`config.mk`:
```
export PLATFORM = sky130hd
export DESIGN_NAME = br_tracker_reorder_buffer_arb
export DESIGN_NICKNAME = d
export VERILOG_FILES = /design/src/rtl/br_tracker_reorder_buffer_arb_pkg.sv /design/src/rtl/br_tracker_reorder_buffer_arb_rr.sv /design/src/rtl/br_tracker_reorder_buffer_arb.sv
export SDC_FILE = /design/constraint.sdc
export NUM_CORES = 1
export LEC_CHECK = 0
export ABC_AREA = 0
export BUFFER_PORTS_ARGS = -buffer_cell sky130_fd_sc_hd__buf_2
export CORE_MARGIN = 4
export CORE_UTILIZATION = 54
export DETAILED_ROUTE_END_ITERATION = 12
export PLACE_DENSITY = 0.9
export SLEW_MARGIN = 20
export SYNTH_ARGS = -nofsm -noshare
export SYNTH_HDL_FRONTEND = slang
export SYNTH_SLANG_ARGS = --single-unit
```
`constraint.sdc`:
```
create_clock -name clk -period 4.45 [get_ports clk]
set_clock_uncertainty 0.15 [all_clocks]
set_input_delay 0.89 -clock clk [delete_from_list [all_inputs] [get_ports clk]]
set_output_delay 0.89 -clock clk [all_outputs]
set_load 0.005 [all_outputs]
```
`src/rtl/br_tracker_reorder_buffer_arb_pkg.sv`:
```
// Helpers shared by the reorder-buffer allocation tracker and its arbiter.
// Deliberately holds no types: widths stay local to each module.
package br_tracker_reorder_buffer_arb_pkg;

   // Index width that never collapses to zero bits for a single-element range.
   function automatic int unsigned idx_width(input int unsigned n);
      return (n > 1) ? $clog2(n) : 1;
   endfunction

endpackage

```
`src/rtl/br_tracker_reorder_buffer_arb_rr.sv`:
```
// Round-robin arbiter: combinational grant (0 cycles), search starts at ptr_q.
// The pointer only moves when advance_i reports an accepted grant; otherwise it holds.
module br_arb_rr
   import br_tracker_reorder_buffer_arb_pkg::*;
#(
   parameter int NumRequesters = 2
) (
   input  logic                                    clk,
   input  logic                                    rst_n,
   input  logic [NumRequesters-1:0]                request_i,
   input  logic                                    advance_i,
   output logic [NumRequesters-1:0]                grant_o,
   output logic [idx_width(NumRequesters)-1:0]     grant_idx_o
);

   localparam int IdxWidth = idx_width(NumRequesters);
   localparam logic [IdxWidth-1:0] LastIdx = IdxWidth'(NumRequesters - 1);

   logic [IdxWidth-1:0] ptr_q, ptr_d;
   logic                found;

   // Two passes: indices at/after the pointer first, then the wrapped-around ones.
   always_comb begin
      grant_o     = '0;
      grant_idx_o = '0;
      found       = 1'b0;
      for (int i = 0; i < NumRequesters; i++) begin
         if (!found && request_i[i] && (IdxWidth'(i) >= ptr_q)) begin
            found       = 1'b1;
            grant_o[i]  = 1'b1;
            grant_idx_o = IdxWidth'(i);
         end
      end
      for (int i = 0; i < NumRequesters; i++) begin
         if (!found && request_i[i] && (IdxWidth'(i) < ptr_q)) begin
            found       = 1'b1;
            grant_o[i]  = 1'b1;
            grant_idx_o = IdxWidth'(i);
         end
      end
   end

   always_comb begin
      ptr_d = ptr_q;
      if (advance_i) begin
         ptr_d = (grant_idx_o == LastIdx) ? '0 : grant_idx_o + IdxWidth'(1);
      end
   end

   always_ff @(posedge clk or negedge rst_n) begin
      if (!rst_n) begin
         ptr_q <= '0;
      end else begin
         ptr_q <= ptr_d;
      end
   end

endmodule

```
`src/rtl/br_tracker_reorder_buffer_arb.sv`:
```
// Shares one reorder buffer among requesters: RR alloc grant and owner-routed completions, both 0-cycle.
// Alloc ready drops when no eligible requester; completion ready mirrors the owning requester's ready.
module br_tracker_reorder_buffer_arb
   import br_tracker_reorder_buffer_arb_pkg::*;
#(
   parameter int NumRequesters  = 2,
   parameter int NumEntries     = 4,
   parameter int EntryIdWidth   = 2,
   parameter int MaxOutstanding = 4
) (
   input  logic                     clk,
   input  logic                     rst_n,
   input  logic [NumRequesters-1:0] req_alloc_ready,
   output logic [NumRequesters-1:0] req_alloc_valid,
   output logic [EntryIdWidth-1:0]  req_alloc_entry_id,
   output logic                     rob_alloc_ready,
   input  logic                     rob_alloc_valid,
   input  logic [EntryIdWidth-1:0]  rob_alloc_entry_id,
   input  logic                     rob_complete_valid,
   input  logic [EntryIdWidth-1:0]  rob_complete_entry_id,
   output logic                     rob_complete_ready,
   output logic [NumRequesters-1:0] req_complete_valid,
   input  logic [NumRequesters-1:0] req_complete_ready,
   output logic [NumRequesters-1:0] req_at_cap
);

   localparam int CountWidth = $clog2(MaxOutstanding + 1);
   localparam int OwnerWidth = idx_width(NumRequesters);
   localparam logic [CountWidth-1:0] CountMax = CountWidth'(MaxOutstanding);

   logic [NumRequesters-1:0] eligible;
   logic [NumRequesters-1:0] grant;
   logic [OwnerWidth-1:0]    grant_idx;
   logic [NumRequesters-1:0] inc;
   logic [NumRequesters-1:0] dec;
   logic                     alloc_xfer;
   logic                     cpl_xfer;
   logic [OwnerWidth-1:0]    cpl_owner;
   logic                     cpl_inuse;
   logic                     alloc_inuse;

   logic [OwnerWidth-1:0]    owner_q [NumEntries];
   logic [NumEntries-1:0]    inuse_q, inuse_d;
   logic [CountWidth-1:0]    count_q [NumRequesters];
   logic [CountWidth-1:0]    count_d [NumRequesters];

   always_comb begin
      req_at_cap = '0;
      for (int i = 0; i < NumRequesters; i++) begin
         req_at_cap[i] = (count_q[i] == CountMax);
      end
   end

   assign eligible           = req_alloc_ready & ~req_at_cap;
   assign rob_alloc_ready    = |eligible;
   assign req_alloc_valid    = {NumRequesters{rob_alloc_valid}} & grant;
   assign req_alloc_entry_id = rob_alloc_entry_id;
   assign alloc_xfer         = rob_alloc_valid & rob_alloc_ready;

   br_arb_rr #(
      .NumRequesters (NumRequesters)
   ) u_arb (
      .clk         (clk),
      .rst_n       (rst_n),
      .request_i   (eligible),
      .advance_i   (alloc_xfer),
      .grant_o     (grant),
      .grant_idx_o (grant_idx)
   );

   // Table lookups by comparison so IDs beyond NumEntries read as unowned/free.
   always_comb begin
      cpl_owner   = '0;
      cpl_inuse   = 1'b0;
      alloc_inuse = 1'b0;
      for (int e = 0; e < NumEntries; e++) begin
         if (rob_complete_entry_id == EntryIdWidth'(e)) begin
            cpl_owner = owner_q[e];
            cpl_inuse = inuse_q[e];
         end
         if (rob_alloc_entry_id == EntryIdWidth'(e)) begin
            alloc_inuse = inuse_q[e];
         end
      end
   end

   always_comb begin
      req_complete_valid = '0;
      rob_complete_ready = 1'b0;
      for (int i = 0; i < NumRequesters; i++) begin
         if (cpl_owner == OwnerWidth'(i)) begin
            req_complete_valid[i] = rob_complete_valid;
            rob_complete_ready    = req_complete_ready[i];
         end
      end
   end

   assign cpl_xfer = rob_complete_valid & rob_complete_ready;
   assign inc      = {NumRequesters{alloc_xfer}} & grant;
   assign dec      = {NumRequesters{cpl_xfer}} & req_complete_valid;

   // Saturating in both directions; a simultaneous +1/-1 cancels.
   always_comb begin
      for (int i = 0; i < NumRequesters; i++) begin
         count_d[i] = count_q[i];
         if (inc[i] && !dec[i] && (count_q[i] != CountMax)) begin
            count_d[i] = count_q[i] + CountWidth'(1);
         end else if (dec[i] && !inc[i] && (count_q[i] != '0)) begin
            count_d[i] = count_q[i] - CountWidth'(1);
         end
      end
   end

   // Set after clear: re-allocating the completing entry leaves it in use.
   always_comb begin
      inuse_d = inuse_q;
      for (int e = 0; e < NumEntries; e++) begin
         if (cpl_xfer && (rob_complete_entry_id == EntryIdWidth'(e))) begin
            inuse_d[e] = 1'b0;
         end
         if (alloc_xfer && (rob_alloc_entry_id == EntryIdWidth'(e))) begin
            inuse_d[e] = 1'b1;
         end
      end
   end

   always_ff @(posedge clk or negedge rst_n) begin
      if (!rst_n) begin
         inuse_q <= '0;
         for (int i = 0; i < NumRequesters; i++) begin
            count_q[i] <= '0;
         end
      end else begin
         inuse_q <= inuse_d;
         for (int i = 0; i < NumRequesters; i++) begin
            count_q[i] <= count_d[i];
         end
      end
   end

   // Owner contents are only meaningful while inuse is set, so no reset here.
   always_ff @(posedge clk) begin
      for (int e = 0; e < NumEntries; e++) begin
         if (alloc_xfer && (rob_alloc_entry_id == EntryIdWidth'(e))) begin
            owner_q[e] <= grant_idx;
         end
      end
   end

   a_alloc_free: assert property (@(posedge clk) disable iff (!rst_n)
      alloc_xfer |-> (!alloc_inuse ||
                      (cpl_xfer && (rob_complete_entry_id == rob_alloc_entry_id))));

   a_cpl_inuse: assert property (@(posedge clk) disable iff (!rst_n)
      rob_complete_valid |-> cpl_inuse);

   a_grant_onehot0: assert property (@(posedge clk) disable iff (!rst_n)
      $onehot0(grant));

   a_grant_onehot_xfer: assert property (@(posedge clk) disable iff (!rst_n)
      alloc_xfer |-> $onehot(grant));

   for (genvar gi = 0; gi < NumRequesters; gi++) begin : g_count_chk
      a_no_overflow: assert property (@(posedge clk) disable iff (!rst_n)
         !(inc[gi] && !dec[gi] && (count_q[gi] == CountMax)));
      a_no_underflow: assert property (@(posedge clk) disable iff (!rst_n)
         !(dec[gi] && !inc[gi] && (count_q[gi] == '0)));
   end

endmodule

```
==> results.yml, run 1 <==
timing:
  fmax_mhz: 330.1
  timing.max_slew.rel_slack: 0.7159
  setup_viol: 0
  timing.final.hold_violations: 0
  fin_tns_setup_ns: 0
  rsz0062_at_grt: "false"
  drv_slew: 0
  post-route-period-util: 0.6808
  timing.final.crit_period_ns: 3.030
  worst-slew-pin-transition_ns: 0.4243
grt:
  globalRouteTotalUtil: 0.1818
  pin_count_of_the_biggest_net_entering_global_routing: 8
  use_met2: 0.3324
  grt_pass1_wl_mm: 2.794
  grt.busiest_layer: "met2"
  first_global_vias: 624
  antenna_found_initial: 0
  grt_util_met1: 0.2257
  remaining_global_route_overflow: 0
  grt.met3_usage: 0.02344
job:
  maxCapViolations: 0
logic_synthesis:
  part_of_the_yosys_area_used_for_sequential_elements: 0.3728
  synth-main-ff-cell: "dfrtp_1"
  synth_cells: 75
  synth_top_cells_by_area: "dfrtp_1, edfxtp_1, fa_1"
  synth_edf_count: 4
  synthesis.nets: 89
  count_of_state_elements_after_synthesis: 11
  post_synth_fa_ha_maj_area_fraction: 0.05055
  synth-simple-area-share: 0.2275
  post_synth_instance_area_um2: 792.0
  largest_family_of_logic_cells_by_synthesized_area: "simple AND/OR/NAND/NOR gates"
  synth_top_area_cell: "dfrtp_1"
  synth_compound_area_frac: 0.2054
  synth-warning-count: 0
  synthesized_area_per_cell_um2: 10.56
  synthArstFlopShare: 0.6364
  post_synth_num_cell_types: 38
  synth_xor_xnor_area_share: 0
  muxShareOfSynthArea: 0.09637
  post-synth-top-area-fraction: 0.2212
power:
  power_density_mw_per_mm2: 522.1
  ir_worst_vdd_v: 0.0003147
  power_switching_uw: 191.9
  relative_contribution_of_sequential_cells_to_total_power: 0.398
  power_internal_uw: 292.2
  sw_frac_of_total: 0.3964
  power_frac_clock: 0.139
  comb_power_share: 0.463
  cellLeakagePower_nw: 0.4099
cts:
  post_cts_resized: 0
  count_of_clock_tree_sinks: 11
  cts_buffer_depth: 2
  ctsHoldBuffers: 0
  numCtsBuffers: 3
  clock_tree_from_tritoncts: "built"
  post-cts-setup-buffer-count: 0
  clock_tree_root_driver_cell: "clkbuf_4"
  cts_htree_levels: 1
  path_clk_slew_ns: 0.08
  clock_latency_on_the_worst_skew_pair_ns: 0.26
placed_design:
  gpl.final_weighted_congestion: 0.7555
  detailedPlacementHpwl_mm: 1.347
  portBuffers: 21
critical_path:
  max_stage_delay_ns: 0.58
  regToRegEndpoint: "count_q[4]"
  critical-path-top-delay-family: "multiplexers"
  critical-path-top-cell-by-count: "buf_2"
  timing.critical_path.buf_inv: 2
  reg2reg_path_depth: 8
  number_of_gates_on_the_worst_path_with_buffers_counted: 4
  setup.worst_path.start: "rob_complete_entry_id[0]"
  reg2reg_setup_slack_ns: 1.66
  worst_setup_path_endpoint: "rob_complete_ready"
  worstPathCellList: "buf_2, mux4_2, mux2_2, buf_2"
  worstSetupStartpointType: "primary input"
  setup.worst_path.class: "primary input to output port"
  arrival_ns: 1.99
  r2r-start: "count_q[0]"
  worstPathRequired_ns: 3.41
  critical_path.slowest_cell: "mux4_2"
  crit_fanout: 6
  crit_path_end_kind: "output port"
detailed_routing:
  num_vias: 653
  drt-initial-drc-count: 7
  via_per_inst: 5.779
  final_antenna_net_count: 0
  post-route-drc-count: 0
  drt-wirelength-per-cell_um: 14.61
  postRouteWirelength_mm: 1.651
  drt_pre_antenna_iters: 4
floorplan:
  placeableCoreArea_mm2: 0.001334
  io_pins: 22
  die_x_extent_um: 46.30
  design.die.area_mm2: 0.002143
  rows: 13
  die_h_um: 46.30
  start_util: 0.5938
finish:
  finalCoreUtilization: 0.6951
  diodes: 0
  final_nets: 113
  flow.area_growth_from_synthesis_pct: 17.06
  final.fill_count: 113
  drive_gt1_frac: 0.3980
min_path:
  hold_path_class: "primary input to asynchronous set/reset pin"
status:
  outcome: "complete, no violations"
power groups by stage:
stage | Clock (mW) | Sequential, mW | Combinational, mW
2_1_floorplan | 0 | 0.184 | 0.173
3_3_place_gp | 0 | 0.193 | 0.212
3_5_place_dp | 0 | 0.196 | 0.225
4_1_cts | 0.0674 | 0.194 | 0.226
5_1_grt | 0.0741 | 0.201 | 0.253
6_report | 0.0673 | 0.193 | 0.224
sequential cells by signal (all words and copies together) (netlist names):
register,cells
count_q,6
owner_q,4
u_arb.ptr_q,1
placed cells by master (no fill, tap or decap), drive strengths merged, types with 2 or more instances in the layout:
cell / instances
edfxtp: 4
o21ai: 5
inv: 6
nor3b: 3
o31a: 2
nand2: 6
clkbuf: 4
buf: 21
nand3: 2
a21oi: 2
nor3: 2
nor2: 10
fa: 2
dfrtp: 7
mux2i: 2
and2: 2
o21a: 2
mux2: 3
worst reg2reg max path: stages (launching register included):
cell and delay, ns:
dfrtp_1 0.44, or3b_4 0.46, a211oi_4 0.39, and2b_4 0.24
inv_1 0.05, fa_1 0.48, mux2_1 0.31, nand2_1 0.07
nand3_1 0.07
cell families after synthesis:
family | Yosys count
multiplexers | 6
AO/OA/AOI/OAI | 19
AND/OR/NAND/NOR | 29
buffers and inverters | 8
flip-flops | 11
adder cells (fa/ha/maj) | 2
stage by stage:
stage	cells	setup WS [ns]	power (mW)	area, um2	hold WS [ns]
floorplan	75	1.490	0.3574	792.0	0.3271
global placement	109	1.349	0.4044	900.9	0.3588
detailed placement	109	1.251	0.4214	900.9	0.3655
CTS	113	1.410	0.4873	927.1	0.3075
global route	113	1.378	0.5282	927.1	0.2947
finish	113	1.420	0.4840	927.1	0.2994
layer usage:
| layer | vias to the layer above | part of all wire |
|---|---|---|
| met5 | - | 0 |
| li1 | 320 | - |
| met2 | 12 | 0.51 |
| met1 | 321 | 0.44 |
| met4 | 0 | 0 |
| met3 | 0 | 0.044 |
cell type report:
class / count / area (um2) / area share
inverters: 6 / 22.52 / 0.02429
well taps: 15 / 18.77 / 0.02024
flip-flops and latches: 11 / 295.3 / 0.3185
clock buffers: 4 / 26.28 / 0.02834
repair buffers: 21 / 105.1 / 0.1134
multi-input cells: 56 / 459.2 / 0.4953
cells in the mapped netlist, drive strengths merged (2+ instances only):
cell / instances
nand2: 6
nand3: 2
o21ai: 5
inv: 6
and2: 2
o31a: 2
nor2: 10
edfxtp: 4
mux2: 3
o21a: 2
buf: 2
dfrtp: 7
mux2i: 2
a21oi: 2
nor3: 2
fa: 2
nor3b: 3
worst min path at each step:
| stage | to | slack (ns) |
|---|---|---|
| global placement | u_arb.ptr_q | 0.36 |
| finish | count_q[1] | 0.30 |
| floorplan | count_q[5] | 0.33 |
| CTS | u_arb.ptr_q | 0.31 |
| global route | count_q[1] | 0.29 |
| detailed placement | count_q[2] | 0.37 |
Note: power is estimated with default switching activity, not from simulation.
==> run 2, diff against run 1 <==
--- a/config.mk
+++ b/config.mk
@@ -8,9 +8,9 @@
 export ABC_AREA = 0
 export BUFFER_PORTS_ARGS = -buffer_cell sky130_fd_sc_hd__buf_2
 export CORE_MARGIN = 4
-export CORE_UTILIZATION = 54
+export CORE_UTILIZATION = 45
 export DETAILED_ROUTE_END_ITERATION = 12
-export PLACE_DENSITY = 0.9
+export PLACE_DENSITY = 0.81
 export SLEW_MARGIN = 20
 export SYNTH_ARGS = -nofsm -noshare
 export SYNTH_HDL_FRONTEND = slang
==> constraint.sdc (replaced) <==
create_clock -name clk -period 2.66 [get_ports clk]
set_clock_uncertainty 0.15 [all_clocks]
set_input_delay 0.532 -clock clk [delete_from_list [all_inputs] [get_ports clk]]
set_output_delay 0.532 -clock clk [all_outputs]
set_load 0.005 [all_outputs]
==> run 2 against run 1 <==
  * Clock-buffer cell count is the same
  * Worst setup slack lost 1.2 ns
  * Clock power grew 71%
  * First-iteration DRC count grew 71%
  * Critical path depth grew 3
  * Sequential power grew 59%
  * Die area grew 16%
  * Global-route usage shrank 3.1 points
  * Power grew 82%
  * Final area grew 7.7%
  * Sequential cell count is the same
  * Critical endpoint is now count_q[1]
  * Largest cell class unchanged
  * Largest power group unchanged
  * Highest routed layer is now met4
==> results.yml, run 2 (same netlist as run 1, synthesis figures left out) <==
placed_design:
  gpl.final_weighted_congestion: 0.8308
  post_dp_area_um2: 962.2
  portBuffers: 21
  detailedPlacementHpwl_mm: 1.411
cts:
  count_of_clock_tree_sinks: 11
  cts_buffer_depth: 2
  clock_latency_on_the_worst_skew_pair_ns: 0.27
  path_clk_slew_ns: 0.07
  clock_tree_root_driver_cell: "clkbuf_4"
  clock_tree_from_tritoncts: "built"
  cts_htree_levels: 1
  post_cts_resized: 0
  numCtsBuffers: 3
power:
  cellLeakagePower_nw: 0.4535
  power_density_mw_per_mm2: 879.9
  ir_worst_vdd_v: 0.0005080
timing:
  timing.final.hold_violations: 0
  fin_tns_setup_ns: 0
  rsz0062_at_grt: "false"
  worst-slew-pin-transition_ns: 0.4332
  fmax_mhz: 404.0
  post-route-period-util: 0.9305
  timing.final.crit_period_ns: 2.475
  timing.max_slew.rel_slack: 0.7099
  setup_viol: 0
  drv_slew: 0
detailed_routing:
  post-route-drc-count: 0
  via_per_inst: 5.488
  postRouteWirelength_mm: 1.694
  drt-initial-drc-count: 12
  drt-wirelength-per-cell_um: 13.77
  num_vias: 675
  final_antenna_net_count: 0
  drt_pre_antenna_iters: 4
status:
  outcome: "complete, no violations"
grt:
  antenna_found_initial: 0
  grt_pass1_wl_mm: 2.794
  remaining_global_route_overflow: 0
  pin_count_of_the_biggest_net_entering_global_routing: 8
  globalRouteTotalUtil: 0.1504
  first_global_vias: 653
floorplan:
  design.die.area_mm2: 0.002495
  io_pins: 22
  placeableCoreArea_mm2: 0.001577
  rows: 14
  die_h_um: 49.95
  start_util: 0.5024
  die_x_extent_um: 49.95
critical_path:
  crit_path_end_kind: "flip-flop"
  worstSetupStartpointType: "flip-flop"
  arrival_ns: 2.48
  setup.worst_path.class: "flip-flop to flip-flop"
  crit_fanout: 7
  worstPathRequired_ns: 2.66
  worstPathCellList: "nor3b_2, o311a_4, and3_4, inv_1, fa_1, o221ai_1, o21ai_0"
  critical_path.slowest_cell: "fa_1"
  timing.critical_path.buf_inv: 1
  max_stage_delay_ns: 0.48
  critical-path-top-delay-family: "simple AND/OR/NAND/NOR gates"
finish:
  drive_gt1_frac: 0.4393
  most_common_library_cell_in_the_layout_ignoring_fill_and_taps: "buf_2"
  most-common-layout-cells: "buf_2, nor2_1, buf_4"
  largest_register_ff_count: 6
  finalCoreUtilization: 0.6333
  flow.area_growth_from_synthesis_pct: 26.07
  postLayoutCellArea_um2: 998.5
  reg.largest.list: "count_q (6), owner_q (4), u_arb.ptr_q (1)"
  diodes: 0
  largest-register: "count_q"
  final_nets: 122
min_path:
  hold_path_class: "flip-flop to flip-flop"
job:
  maxCapViolations: 0
## run 2: cell types whose count changed in the layout (fill, tap and decap cells not counted), sizes merged
cell and delta:
buf +8, dlygate4sd3 +1
## run 2: repair_timing
| item | 4_1_cts | 5_1_grt |
|---|---|---|
| buffers inserted | 0 | 0 |
| hold endpoints to repair | 7 | 0 |
| hold buffers | 1 | 0 |
| setup endpoints to repair | 0 | 0 |
## run 2: cell type report
type	instances	area, um2
Clock buffer	4	26.28
Inverter	6	22.52
Fill cell	126	578.1
Multi-Input combinational cell	56	459.2
Tap cell	16	20.02
Timing Repair Buffer	30	175.2
Sequential cell	11	295.3
## run 2: path summary, 6_finish.rpt
kind,startpoint,endpoint,slack (ns),cells past startpoint
min in group asynchronous,rst_n,u_arb.ptr_q,0.47,2
max in group asynchronous,rst_n,count_q[0],1.73,2
worst max register to register,count_q[4],count_q[1],0.18,7
worst max-delay path,count_q[4],count_q[1],0.18,7
worst min-delay path,count_q[5],count_q[5],0.38,1
worst min register to register,count_q[5],count_q[5],0.38,1
## run 2: report_power, final
part / internal, mW / switching, mW
combinational: 0.243 / 0.215
sequential: 0.238 / 0.0679
clock: 0.0581 / 0.0568
total: 0.539 / 0.340
## run 2: routing by layer
| layer | vias up | GRT usage | part of all wire |
|---|---|---|---|
| met5 | - | 0 | 0 |
| met4 | 0 | 0.06912 | 0.0059 |
| met3 | 2 | 0.04819 | 0.068 |
| met2 | 19 | 0.2665 | 0.51 |
| met1 | 315 | 0.1601 | 0.42 |
| li1 | 339 | - | - |
## run 2: metrics by stage
| stage | std cells | power [mW] | worst slack (ns) | hold WS, ns |
|---|---|---|---|---|
| after global routing | 123 | 0.9467 | 0.03070 | 0.3981 |
| final | 123 | 0.8786 | 0.1849 | 0.3794 |
| after floorplan | 75 | 0.5978 | 0.04741 | 0.08641 |
| after global placement | 118 | 0.7353 | 0.02358 | 0.2266 |
| after CTS | 123 | 0.8876 | 0.1862 | 0.3785 |
| after detailed placement | 118 | 0.7720 | -0.05769 | 0.2277 |
==> run 3, diff against run 2 <==
--- a/config.mk
+++ b/config.mk
@@ -7,11 +7,13 @@
 export LEC_CHECK = 0
 export ABC_AREA = 0
 export BUFFER_PORTS_ARGS = -buffer_cell sky130_fd_sc_hd__buf_2
+export CELL_PAD_IN_SITES_DETAIL_PLACEMENT = 1
+export CELL_PAD_IN_SITES_GLOBAL_PLACEMENT = 1
 export CORE_MARGIN = 4
-export CORE_UTILIZATION = 45
+export CORE_UTILIZATION = 34
 export DETAILED_ROUTE_END_ITERATION = 12
-export PLACE_DENSITY = 0.81
-export SLEW_MARGIN = 20
+export PLACE_DENSITY = 0.8
+export SLEW_MARGIN = 30
 export SYNTH_ARGS = -nofsm -noshare
 export SYNTH_HDL_FRONTEND = slang
 export SYNTH_SLANG_ARGS = --single-unit
==> run 3 against run 2 <==
  * Clock-buffer cell count unchanged
  * Sequential power hardly changed
  * Worst hold slack better by 0.0063 ns
  * Critical endpoint is now rob_complete_ready
  * First-iteration DRC count fell by 50%
  * Final cell count is 11% higher
  * Critical path depth shrank 3
  * Routed wire length is 15% higher
  * Register-to-register slack improved by 0.04 ns
  * Die area grew 27%
==> results.yml, run 3 (same netlist as run 1, synthesis figures left out) <==
timing:
  timing.final.crit_period_ns: 2.452
  worst-slew-pin-transition_ns: 0.3260
  timing.max_slew.rel_slack: 0.7804
  fin_tns_setup_ns: 0
  fmax_mhz: 407.8
  drv_slew: 0
  rsz0062_at_grt: "false"
  timing.final.hold_violations: 0
  finalWorstSetupSlack_ns: 0.2080
  post-route-period-util: 0.9218
  setup_viol: 0
critical_path:
  reg2reg_path_depth: 8
  arrival_ns: 1.77
  regToRegEndpoint: "count_q[4]"
  max_stage_delay_ns: 0.56
  worstSetupStartpointType: "flip-flop"
  crit_fanout: 4
  crit_path_end_kind: "output port"
  number_of_gates_on_the_worst_path_with_buffers_counted: 4
  r2r-start: "count_q[2]"
  setup.worst_path.class: "flip-flop to output port"
  worst_setup_path_endpoint: "rob_complete_ready"
  critical-path-top-delay-family: "multiplexers"
  setup.worst_path.start: "owner_q[2]"
  worstPathRequired_ns: 1.98
  worstPathCellList: "mux4_2, buf_4, mux2_2, buf_2"
  reg2reg_setup_slack_ns: 0.22
  timing.critical_path.buf_inv: 2
  critical_path.slowest_cell: "mux4_2"
cts:
  clock_latency_on_the_worst_skew_pair_ns: 0.28
  post-cts-setup-buffer-count: 0
  clock_tree_root_driver_cell: "clkbuf_4"
  clock_tree_from_tritoncts: "built"
  post_cts_resized: 0
  path_clk_slew_ns: 0.08
  numCtsBuffers: 3
  cts_htree_levels: 1
  cts_buffer_depth: 2
  ctsHoldBuffers: 1
  count_of_clock_tree_sinks: 11
detailed_routing:
  final_antenna_net_count: 0
  num_vias: 702
  via_per_inst: 5.162
  drt-initial-drc-count: 6
  postRouteWirelength_mm: 1.948
  post-route-drc-count: 0
  drt-wirelength-per-cell_um: 14.32
  drt_pre_antenna_iters: 3
floorplan:
  start_util: 0.3580
  rows: 17
  die_h_um: 56.27
  design.die.area_mm2: 0.003166
  die_x_extent_um: 56.27
  placeableCoreArea_mm2: 0.002212
  io_pins: 22
placed_design:
  dp.cells: 131
  portBuffers: 21
  gpl.final_weighted_congestion: 0.7588
  detailedPlacementHpwl_mm: 1.672
  preCtsSetupSlack_ns: -0.04232
grt:
  globalRouteTotalUtil: 0.1402
  remaining_global_route_overflow: 0
  antenna_found_initial: 0
  first_global_vias: 777
  pin_count_of_the_biggest_net_entering_global_routing: 8
  grt_pass1_wl_mm: 3.463
finish:
  most_common_library_cell_in_the_layout_ignoring_fill_and_taps: "buf_2"
  final_nets: 123
  drive_gt1_frac: 0.4444
  most-common-layout-cells: "buf_2, nor2_1, buf_4"
  finalCoreUtilization: 0.4615
  largest-register: "count_q"
  flow.area_growth_from_synthesis_pct: 28.91
  diodes: 0
  largest_register_ff_count: 6
  count_of_placed_standard_cells_in_the_final_layout_fillers_left_out: 136
  reg.largest.list: "count_q (6), owner_q (4), u_arb.ptr_q (1)"
power:
  cellLeakagePower_nw: 0.4588
  power_density_mw_per_mm2: 874.0
  totalPowerFinal_uw: 892.3
  ir_worst_vdd_v: 0.0004149
job:
  maxCapViolations: 0
min_path:
  hold_path_class: "flip-flop to flip-flop"
status:
  outcome: "complete, no violations"
==> run 3: cell count changes in the layout (fill, tap and decap cells not counted) <==
cell	before	now
buf_4	8	9
==> run 3: through the flow <==
step | hold WS, ns | cell area [um2]
2_1_floorplan | 0.08641 | 792.0
3_3_place_gp | 0.2328 | 984.7
3_5_place_dp | 0.2358 | 984.7
4_1_cts | 0.3904 | 1021
5_1_grt | 0.4166 | 1021
6_report | 0.3857 | 1021
==> run 3: how the worst min path moves through the flow <==
stage | startpoint | endpoint | slack, ns | cells past startpoint
4_1_cts | count_q[5] | count_q[5] | 0.39 | 1
3_5_place_dp | rst_n | count_q[5] | 0.24 | 1
6_report | count_q[2] | count_q[2] | 0.39 | 1
5_1_grt | count_q[2] | count_q[2] | 0.42 | 1
3_3_place_gp | rst_n | count_q[5] | 0.23 | 1
2_1_floorplan | rst_n | count_q[0] | 0.09 | 0
==> run 3: final cells by class <==
class	count	area, um2
inverters	6	22.52
repair buffers	31	182.7
well taps	28	35.03
clock buffers	4	26.28
fillers	274	1191
flip-flops and latches	11	295.3
multi-input cells	56	459.2
==> run 3: per-layer routing <==
metal | GRT usage | vias to the layer above | share of wire
li1 | - | 337 | -
met1 | 0.1433 | 349 | 0.39
met2 | 0.2738 | 13 | 0.56
met3 | 0.02989 | 3 | 0.034
met4 | 0.05085 | 0 | 0.014
met5 | 0 | - | 0
==> run 3: power by group <==
part,internal (mW),switching (mW)
clock network,0.0581,0.0617
registers,0.238,0.0697
logic,0.248,0.217
total,0.544,0.348
